`src/rtl/call_stack_ctrl.sv`:
```
// Return-address stack for call/return prediction: circular storage with
// overwrite-oldest on overflow, tail-call replace, and checkpoint restore on flush.
module call_stack_ctrl #(
    parameter int DEPTH    = 16,
    parameter int IP_WIDTH = 48,
    parameter int PTR_W    = 4
) (
    input  logic                clk,
    input  logic                rst,
    input  logic                dec_en,
    input  logic                pushCallStack,
    input  logic                popCallStack,
    input  logic [IP_WIDTH-1:0] push_addr,
    input  logic                flush,
    input  logic [PTR_W-1:0]    flush_ptr,
    input  logic [PTR_W:0]      flush_cnt,
    output logic                pop_valid,
    output logic [IP_WIDTH-1:0] pop_addr,
    output logic [PTR_W-1:0]    cur_ptr,
    output logic [PTR_W:0]      cur_cnt,
    output logic                overflow,
    output logic                underflow
);

    localparam logic [PTR_W:0] FULL_CNT = (PTR_W+1)'(DEPTH);

    logic [IP_WIDTH-1:0] mem [DEPTH];

    logic             pushE;
    logic             popE;
    logic             isEmpty;
    logic             isFull;
    logic [PTR_W-1:0] topIdx;
    logic [PTR_W-1:0] nextIdx;
    logic             memWe;
    logic [PTR_W-1:0] memWaddr;

    function automatic logic [PTR_W:0] satInc(input logic [PTR_W:0] cnt);
        return (cnt >= FULL_CNT) ? FULL_CNT : cnt + (PTR_W+1)'(1);
    endfunction

    function automatic logic [PTR_W:0] satClamp(input logic [PTR_W:0] cnt);
        return (cnt > FULL_CNT) ? FULL_CNT : cnt;
    endfunction

    always_comb begin
        pushE   = dec_en & pushCallStack & ~flush;
        popE    = dec_en & popCallStack & ~flush;
        isEmpty = (cur_cnt == '0);
        isFull  = (cur_cnt == FULL_CNT);
        topIdx  = cur_ptr - PTR_W'(1);
        nextIdx = cur_ptr + PTR_W'(1);
        // A tail call replaces the top entry in place; an empty tail call is a plain push.
        memWe    = pushE & ~rst;
        memWaddr = (popE && !isEmpty) ? topIdx : cur_ptr;
    end

    // Storage stage: contents are not reset, occupancy gates every read.
    always_ff @(posedge clk) begin
        if (memWe) begin
            mem[memWaddr] <= push_addr;
        end
    end

    // Control/output stage: one-cycle pop result and event pulses.
    always_ff @(posedge clk) begin
        if (rst) begin
            cur_ptr   <= '0;
            cur_cnt   <= '0;
            pop_valid <= 1'b0;
            pop_addr  <= '0;
            overflow  <= 1'b0;
            underflow <= 1'b0;
        end else begin
            pop_valid <= 1'b0;
            overflow  <= 1'b0;
            underflow <= 1'b0;
            if (flush) begin
                cur_ptr <= flush_ptr;
                cur_cnt <= satClamp(flush_cnt);
            end else if (pushE && popE) begin
                if (!isEmpty) begin
                    pop_addr  <= mem[topIdx];
                    pop_valid <= 1'b1;
                end else begin
                    cur_ptr   <= nextIdx;
                    cur_cnt   <= satInc(cur_cnt);
                    underflow <= 1'b1;
                end
            end else if (pushE) begin
                cur_ptr  <= nextIdx;
                cur_cnt  <= satInc(cur_cnt);
                overflow <= isFull;
            end else if (popE) begin
                if (!isEmpty) begin
                    pop_addr  <= mem[topIdx];
                    pop_valid <= 1'b1;
                    cur_ptr   <= topIdx;
                    cur_cnt   <= cur_cnt - (PTR_W+1)'(1);
                end else begin
                    underflow <= 1'b1;
                end
            end
        end
    end

endmodule

```
`config.mk`:
```
export PLATFORM = sky130hd
export DESIGN_NAME = call_stack_ctrl
export DESIGN_NICKNAME = d
export VERILOG_FILES = /design/src/rtl/call_stack_ctrl.sv
export SDC_FILE = /design/constraint.sdc
export NUM_CORES = 1
export LEC_CHECK = 0
export BUFFER_PORTS_ARGS = -buffer_cell sky130_fd_sc_hd__buf_2
export CAP_MARGIN = 20
export CORE_ASPECT_RATIO = 0.6
export CORE_MARGIN = 2
export CORE_UTILIZATION = 66
export DETAILED_ROUTE_END_ITERATION = 6
export PLACE_DENSITY = 0.84
export SYNTH_ARGS = -nofsm -noshare
export SYNTH_HDL_FRONTEND = slang
export SYNTH_SLANG_ARGS = --single-unit
```
`constraint.sdc`:
```
create_clock -name clk -period 8.8 [get_ports clk]
set_clock_uncertainty 0.2 [all_clocks]
set_input_delay 1.76 -clock clk [delete_from_list [all_inputs] [get_ports clk]]
set_output_delay 1.76 -clock clk [all_outputs]
set_load 0.01 [all_outputs]
```
==> results of run 1 <==
[synthesized netlist by cell type (3+ instances only)]
master	count	area, sq um
a21oi_1	100	500
and3_1	4	25.0
buf_2	42	210
ha_1	5	62.6
buf_1	6	22.5
nand2b_1	3	18.8
o21ai_0	9	45.0
inv_1	8	30.0
edfxtp_1	768	23100
clkbuf_1	39	146
nand3b_1	3	22.5
nor4_1	3	18.8
dfxtp_1	60	1200
buf_6	3	33.8
a31oi_1	8	50.1
nor2_1	26	97.6
nor3b_1	4	30.0
nor3_1	7	35.0
a211oi_1	6	45.0
xnor2_1	3	26.3
nand2_1	203	762
a211o_1	50	438
mux4_2	192	4320
[power by group through the flow]
stage,Combinational (mW),Clock [mW],Sequential (mW)
detailed placement,0.767,0,4.45
finish,0.791,3.14,4.36
floorplan,0.524,0,4.44
global route,0.846,3.31,4.36
global placement,0.745,0,4.44
CTS,0.782,3.16,4.36
[layout make-up]
class | instances | area (sq um)
clock buffer | 90 | 1890
fill | 2460 | 11500
clock inverter | 42 | 418
multi-input combinational | 656 | 6950
antenna | 2 | 5.00
inverter | 8 | 30.0
sequential | 828 | 24300
timing repair buffer | 151 | 868
tap | 630 | 788
[routing by layer]
layer  part of all wire, %  GRT usage (%)  vias up
met5                     0              0        -
met3                    10           5.38      153
met2                    49           47.1     1160
met4                   2.2           7.13        0
li1                      -              -     6684
met1                    39           43.6     8354
[kinds of logic (layout without fill, tap and decap cells)]
kind of cell    Yosys count  after routing
compound gates          187            187
xor+xnor                  5              5
fa+ha+maj                 5              5
buf+inv                 100            291
flops                   828            828
mux                     193            193
other cells               0              2
simple gates            266            266
[per-stage QoR]
stage | util, % | hold WS (ns)
floorplan | - | 0.308
global placement | 70.3 | 0.240
detailed placement | 70.3 | 0.249
CTS | 75.3 | 0.264
global route | 75.4 | 0.275
finish | 75.4 | 0.261
[sequential cells by signal, summed over array words and instances, names as in the netlist]
signal,cells
cur_ptr,4
cur_cnt,5
mem,768
pop_valid,1
overflow,1
pop_addr,48
underflow,1
[worst paths after layout]
path | from | endpoint | slack, ns | cells after the start
setup reg to reg | cur_ptr[0]$_SDFFE_PP0P_ | mem[8][27]$_DFFE_PP_ | 4.17 | 5
hold reg to reg | pop_addr[41]$_SDFFE_PP0P_ | pop_addr[41]$_SDFFE_PP0P_ | 0.26 | 1
setup / recovery | cur_ptr[0]$_SDFFE_PP0P_ | mem[8][27]$_DFFE_PP_ | 4.17 | 5
hold / removal | pop_addr[41]$_SDFFE_PP0P_ | pop_addr[41]$_SDFFE_PP0P_ | 0.26 | 1
==> results.yml, run 1 <==
synth:
  ys_seq_elements: 828
  synth_compound_gate_area_share_pct: 3.79
  synthMuxAreaShare_pct: 13.8
  syn_area_per_cell_sq_um: 19.9
  async_flop_share_pct: 0
  yosys_most_used_dff: "edfxtp_1"
  yosysSeqAreaShare_pct: 77.0
  synth_cell_types: 51
  syn_area_sq_mm: 0.0315
  netlist_instances: 1584
  yosys_warnings: 0
  synth_top_family_by_area: "multiplexers"
  synth_nets: 1652
  synthAdderAreaFrac_pct: 0.199
  yosys.area_share.simple_pct: 3.58
  synth_edf_count: 768
  synth_xor_area_share_pct: 0.187
worst_setup_path:
  crit_family: "adder cells"
  crit_chain: "inv_1, ha_4, a31oi_1, nor2_4, buf_4"
  arrival_ns: 4.68
  crit_fanout: 69
  critPathLaunchType: "register"
  criticalPathCategory: "register to register"
  crit_buf_inv: 2
  slowest_delay_ns: 1.03
  worst_path_max_delay_cell: "ha_4"
  worstSetupEndpointType: "register"
  required_ns: 8.85
route:
  drtPass1Iterations: 7
  routed_wl_mm: 71.3
  via_per_inst: 6.79
  detail-route-antenna-nets: 0
  drtIter0Drc: 2469
  drc_errors: 0
  route.vias.total: 16351
  wl_per_cell_microns: 29.6
power_and_ir_drop:
  power_mw: 8.29
  power.density_mw_per_mm2: 236
  ir_drop_mv: 0.188
  power_frac_seq_pct: 52.6
  leakage_nw: 11.8
  internal_power_mw: 6.36
  p_clk_share_pct: 37.9
  switching_share_pct: 23.3
  p_sw_mw: 1.94
  combPwrFrac_pct: 9.5
place:
  dpl_worst_slack_ns: 3.74
  numPortBuffers: 122
  place_inst: 2271
  gp_congestion: 0.801
  placed_area_sq_mm: 0.0328
  place.detailed.hpwl_mm: 35.5
min_path:
  min_path_type: "register to register"
timing:
  fin_ws_ns: 4.17
  worst_slew_pin_slew_ns: 1.09
  fmax_ghz: 0.216
  finalCriticalPeriod_ns: 4.63
  rsz0062_at_grt: "no"
  setup_violations: 0
  hold_viol: 0
  slew_violations: 0
  setup_tns_ns: 0
  max-slew-margin-rel_pct: 26.9
  min_period_over_period_pct: 52.7
cts:
  numCtsBuffers: 71
  cts_tree: "done"
  clk_pin_slew_ns: 0.07
  htreeDepth: 3
  clk_latency_ns: 0.61
  root_buffer: "clkbuf_16"
  cts_resized: 0
  cts_setup_buffers: 0
  hold_buffers: 0
  cts_sinks: 828
  cts_buffer_depth: 3
layout:
  drive_above_1_share_pct: 27.0
  final_cell_area_sq_mm: 0.0352
  final_cell_mix: "edfxtp_1, nand2_1, mux4_2"
  instances_no_fill: 2407
  syn_to_final_growth_pct: 11.8
  final_nets: 1784
  layout_commonest_cell: "edfxtp_1"
global_routing:
  grt_pass1_vias: 16758
  grt_usage_pct: 29.5
  grt-ovfl-total: 0
  grt_pass1_wl_mm: 107
  antenna_found_initial: 3
  grt_max_degree: 85
job:
  maxCapViolations: 0
die:
  start_util_pct: 67.4
  io_pins: 123
  rows: 61
  dieHeight_microns: 173
  coreArea_sq_mm: 0.0467
  die_w_microns: 286
  fp.dieArea_sq_mm: 0.0495
run_status:
  status: "complete, no violations"
Power figures use the tool's default switching activity.
==> inputs of run 2 (changes only) <==
- ABC_AREA: unset -> 1
- CORE_UTILIZATION: 66 -> 62
- PLACE_DENSITY: 0.84 -> 0.8
- clock period: 8.8 -> 4.8 ns (I/O delays scaled with it)
==> results.yml, run 2 <==
route:
  drtIter0Drc: 3141
  route.vias.total: 22787
  via_per_inst: 6.06
  drtPass1Iterations: 6
  drc_errors: 0
  wl_per_cell_microns: 21.6
  detail-route-antenna-nets: 0
  routed_wl_mm: 81.2
timing:
  max-slew-margin-rel_pct: 8.36
  hold_viol: 0
  finalCriticalPeriod_ns: 3.77
  fin_ws_ns: 1.03
  setup_violations: 0
  worst_slew_pin_slew_ns: 1.37
  setup_tns_ns: 0
  min_period_over_period_pct: 78.6
  slew_violations: 0
  fmax_ghz: 0.265
  rsz0062_at_grt: "no"
cts:
  cts_tree: "done"
  numCtsBuffers: 73
  hold_buffers: 0
  clk_latency_ns: 0.62
  cts_resized: 0
  cts_sinks: 828
  htreeDepth: 3
  clk_pin_slew_ns: 0.07
  cts_setup_buffers: 0
  cts_buffer_depth: 3
  root_buffer: "clkbuf_16"
layout:
  fill_cells: 3513
  instances_no_fill: 3761
  reg_top3: "mem x768, pop_addr x48, cur_cnt x5"
  largest_reg_flops: 768
  final_cell_mix: "nand2_1, edfxtp_1, nand3_1"
  layout_commonest_cell: "nand2_1"
  syn_to_final_growth_pct: 10.6
  final_nets: 3071
  regMostFlops: "mem"
  diodes: 0
  drive_above_1_share_pct: 9.45
synth:
  ys_seq_elements: 828
  synth_top_area_share_pct: 69.1
  synth_nets: 3017
  ys_top_cells_by_area: "edfxtp_1, nand2_1, nand3_1"
  synthTopCellsByCount: "nand2_1, edfxtp_1, nand3_1"
  yosysTopAreaCell: "edfxtp_1"
  synth_edf_count: 768
  syn_area_sq_mm: 0.0334
  yosysSeqAreaShare_pct: 72.7
  yosys.cell_count.top_type: "nand2_1"
  synth_cell_types: 28
  yosys_most_used_dff: "edfxtp_1"
  netlist_instances: 2949
  async_flop_share_pct: 0
  yosys_warnings: 0
  syn_area_per_cell_sq_um: 11.3
power_and_ir_drop:
  power_mw: 15.9
  leakage_nw: 13.8
  power.density_mw_per_mm2: 431
  ir_drop_mv: 0.345
worst_setup_path:
  required_ns: 4.84
  critPathLaunchType: "register"
  crit_fanout: 109
  slowest_delay_ns: 0.67
  worstSetupEndpointType: "register"
  r2r_slack_ns: 1.03
  arrival_ns: 3.81
  worst_path_max_delay_cell: "buf_4"
  crit_chain: "clkinv_8, ha_4, o21ai_1, inv_1, nand2_1, nor2_4, buf_4"
  criticalPathCategory: "register to register"
global_routing:
  grt_pass1_vias: 21789
  grt-ovfl-total: 0
  grt.met3_usage_pct: 7.23
  grt-busiest-layer: "met1"
  grt_pass1_wl_mm: 125
  use_met1_pct: 44.9
  use_met2_pct: 43.0
  grt_max_degree: 238
  antenna_found_initial: 0
  grt_usage_pct: 29.6
die:
  fp.dieArea_sq_mm: 0.0558
  io_pins: 123
  dieHeight_microns: 184
  start_util_pct: 63.2
  coreArea_sq_mm: 0.0529
  rows: 65
  die_w_microns: 304
place:
  place.detailed.hpwl_mm: 43.8
  numPortBuffers: 122
  gp_congestion: 0.867
  dpl_worst_slack_ns: 0.667
  place_inst: 3631
job:
  maxCapViolations: 0
run_status:
  status: "complete, no violations"
min_path:
  min_path_type: "register to register"
## run 2: through the flow
stage	instance area [sq um]	hold slack, ns	utilization (%)
after global routing	36900	0.385	69.8
after detailed placement	34700	0.353	65.6
after floorplan	33400	0.343	-
after CTS	36900	0.367	69.8
final	36900	0.364	69.8
after global placement	34700	0.332	65.6
## run 2: area by class of cell
| cell class | instances | area, sq um | share of cell area [%] |
|---|---|---|---|
| multi-input combinational | 1873 | 8160 | 22.1 |
| sequential | 828 | 24300 | 65.7 |
| tap | 703 | 880 | 2.38 |
| clock buffer | 90 | 1950 | 5.29 |
| inverter | 71 | 287 | 0.776 |
| timing repair buffer | 156 | 1070 | 2.89 |
| clock inverter | 40 | 308 | 0.834 |
## run 2: cell families (layout without fill, tap and decap cells)
logic type	after synthesis	in the layout	synth area share, %
flip-flops	828	828	72.7
AND/OR/NAND/NOR	1839	1839	23.2
AO/OA/AOI/OAI	22	22	0.375
adder cells (fa/ha/maj)	5	5	0.187
buffers and inverters	248	357	3.39
XOR/XNOR	7	7	0.229
## run 2: critical path: cells and delay by family, from the launching register on
kind / cells / cell delay (ns)
buffers and inverters: 3 / 1.13
AND/OR/NAND/NOR: 2 / 0.86
adder cells (fa/ha/maj): 1 / 0.61
flip-flops: 1 / 0.38
AO/OA/AOI/OAI: 1 / 0.15
## run 2: final timing paths
check,cells past startpoint,start,endpoint
max,7,cur_ptr[0]$_SDFFE_PP0P_,mem[9][27]$_DFFE_PP_
min reg2reg,4,pop_addr[14]$_SDFFE_PP0P_,pop_addr[14]$_SDFFE_PP0P_
min,4,pop_addr[14]$_SDFFE_PP0P_,pop_addr[14]$_SDFFE_PP0P_
max reg2reg,7,cur_ptr[0]$_SDFFE_PP0P_,mem[9][27]$_DFFE_PP_
## run 2: report_power, final
part	switching [mW]	internal, mW	leakage, nW
registers	0.0418	7.94	7.39
clock network	2.59	3.07	1.11
logic	1.66	0.607	5.33
total	4.29	11.6	13.8
## run 2: layer usage
layer | vias to the layer above | wire length, microns
li1 | 10254 | -
met1 | 10872 | 32800
met2 | 1521 | 36000
met3 | 140 | 10700
met4 | 0 | 1790
met5 | - | 0
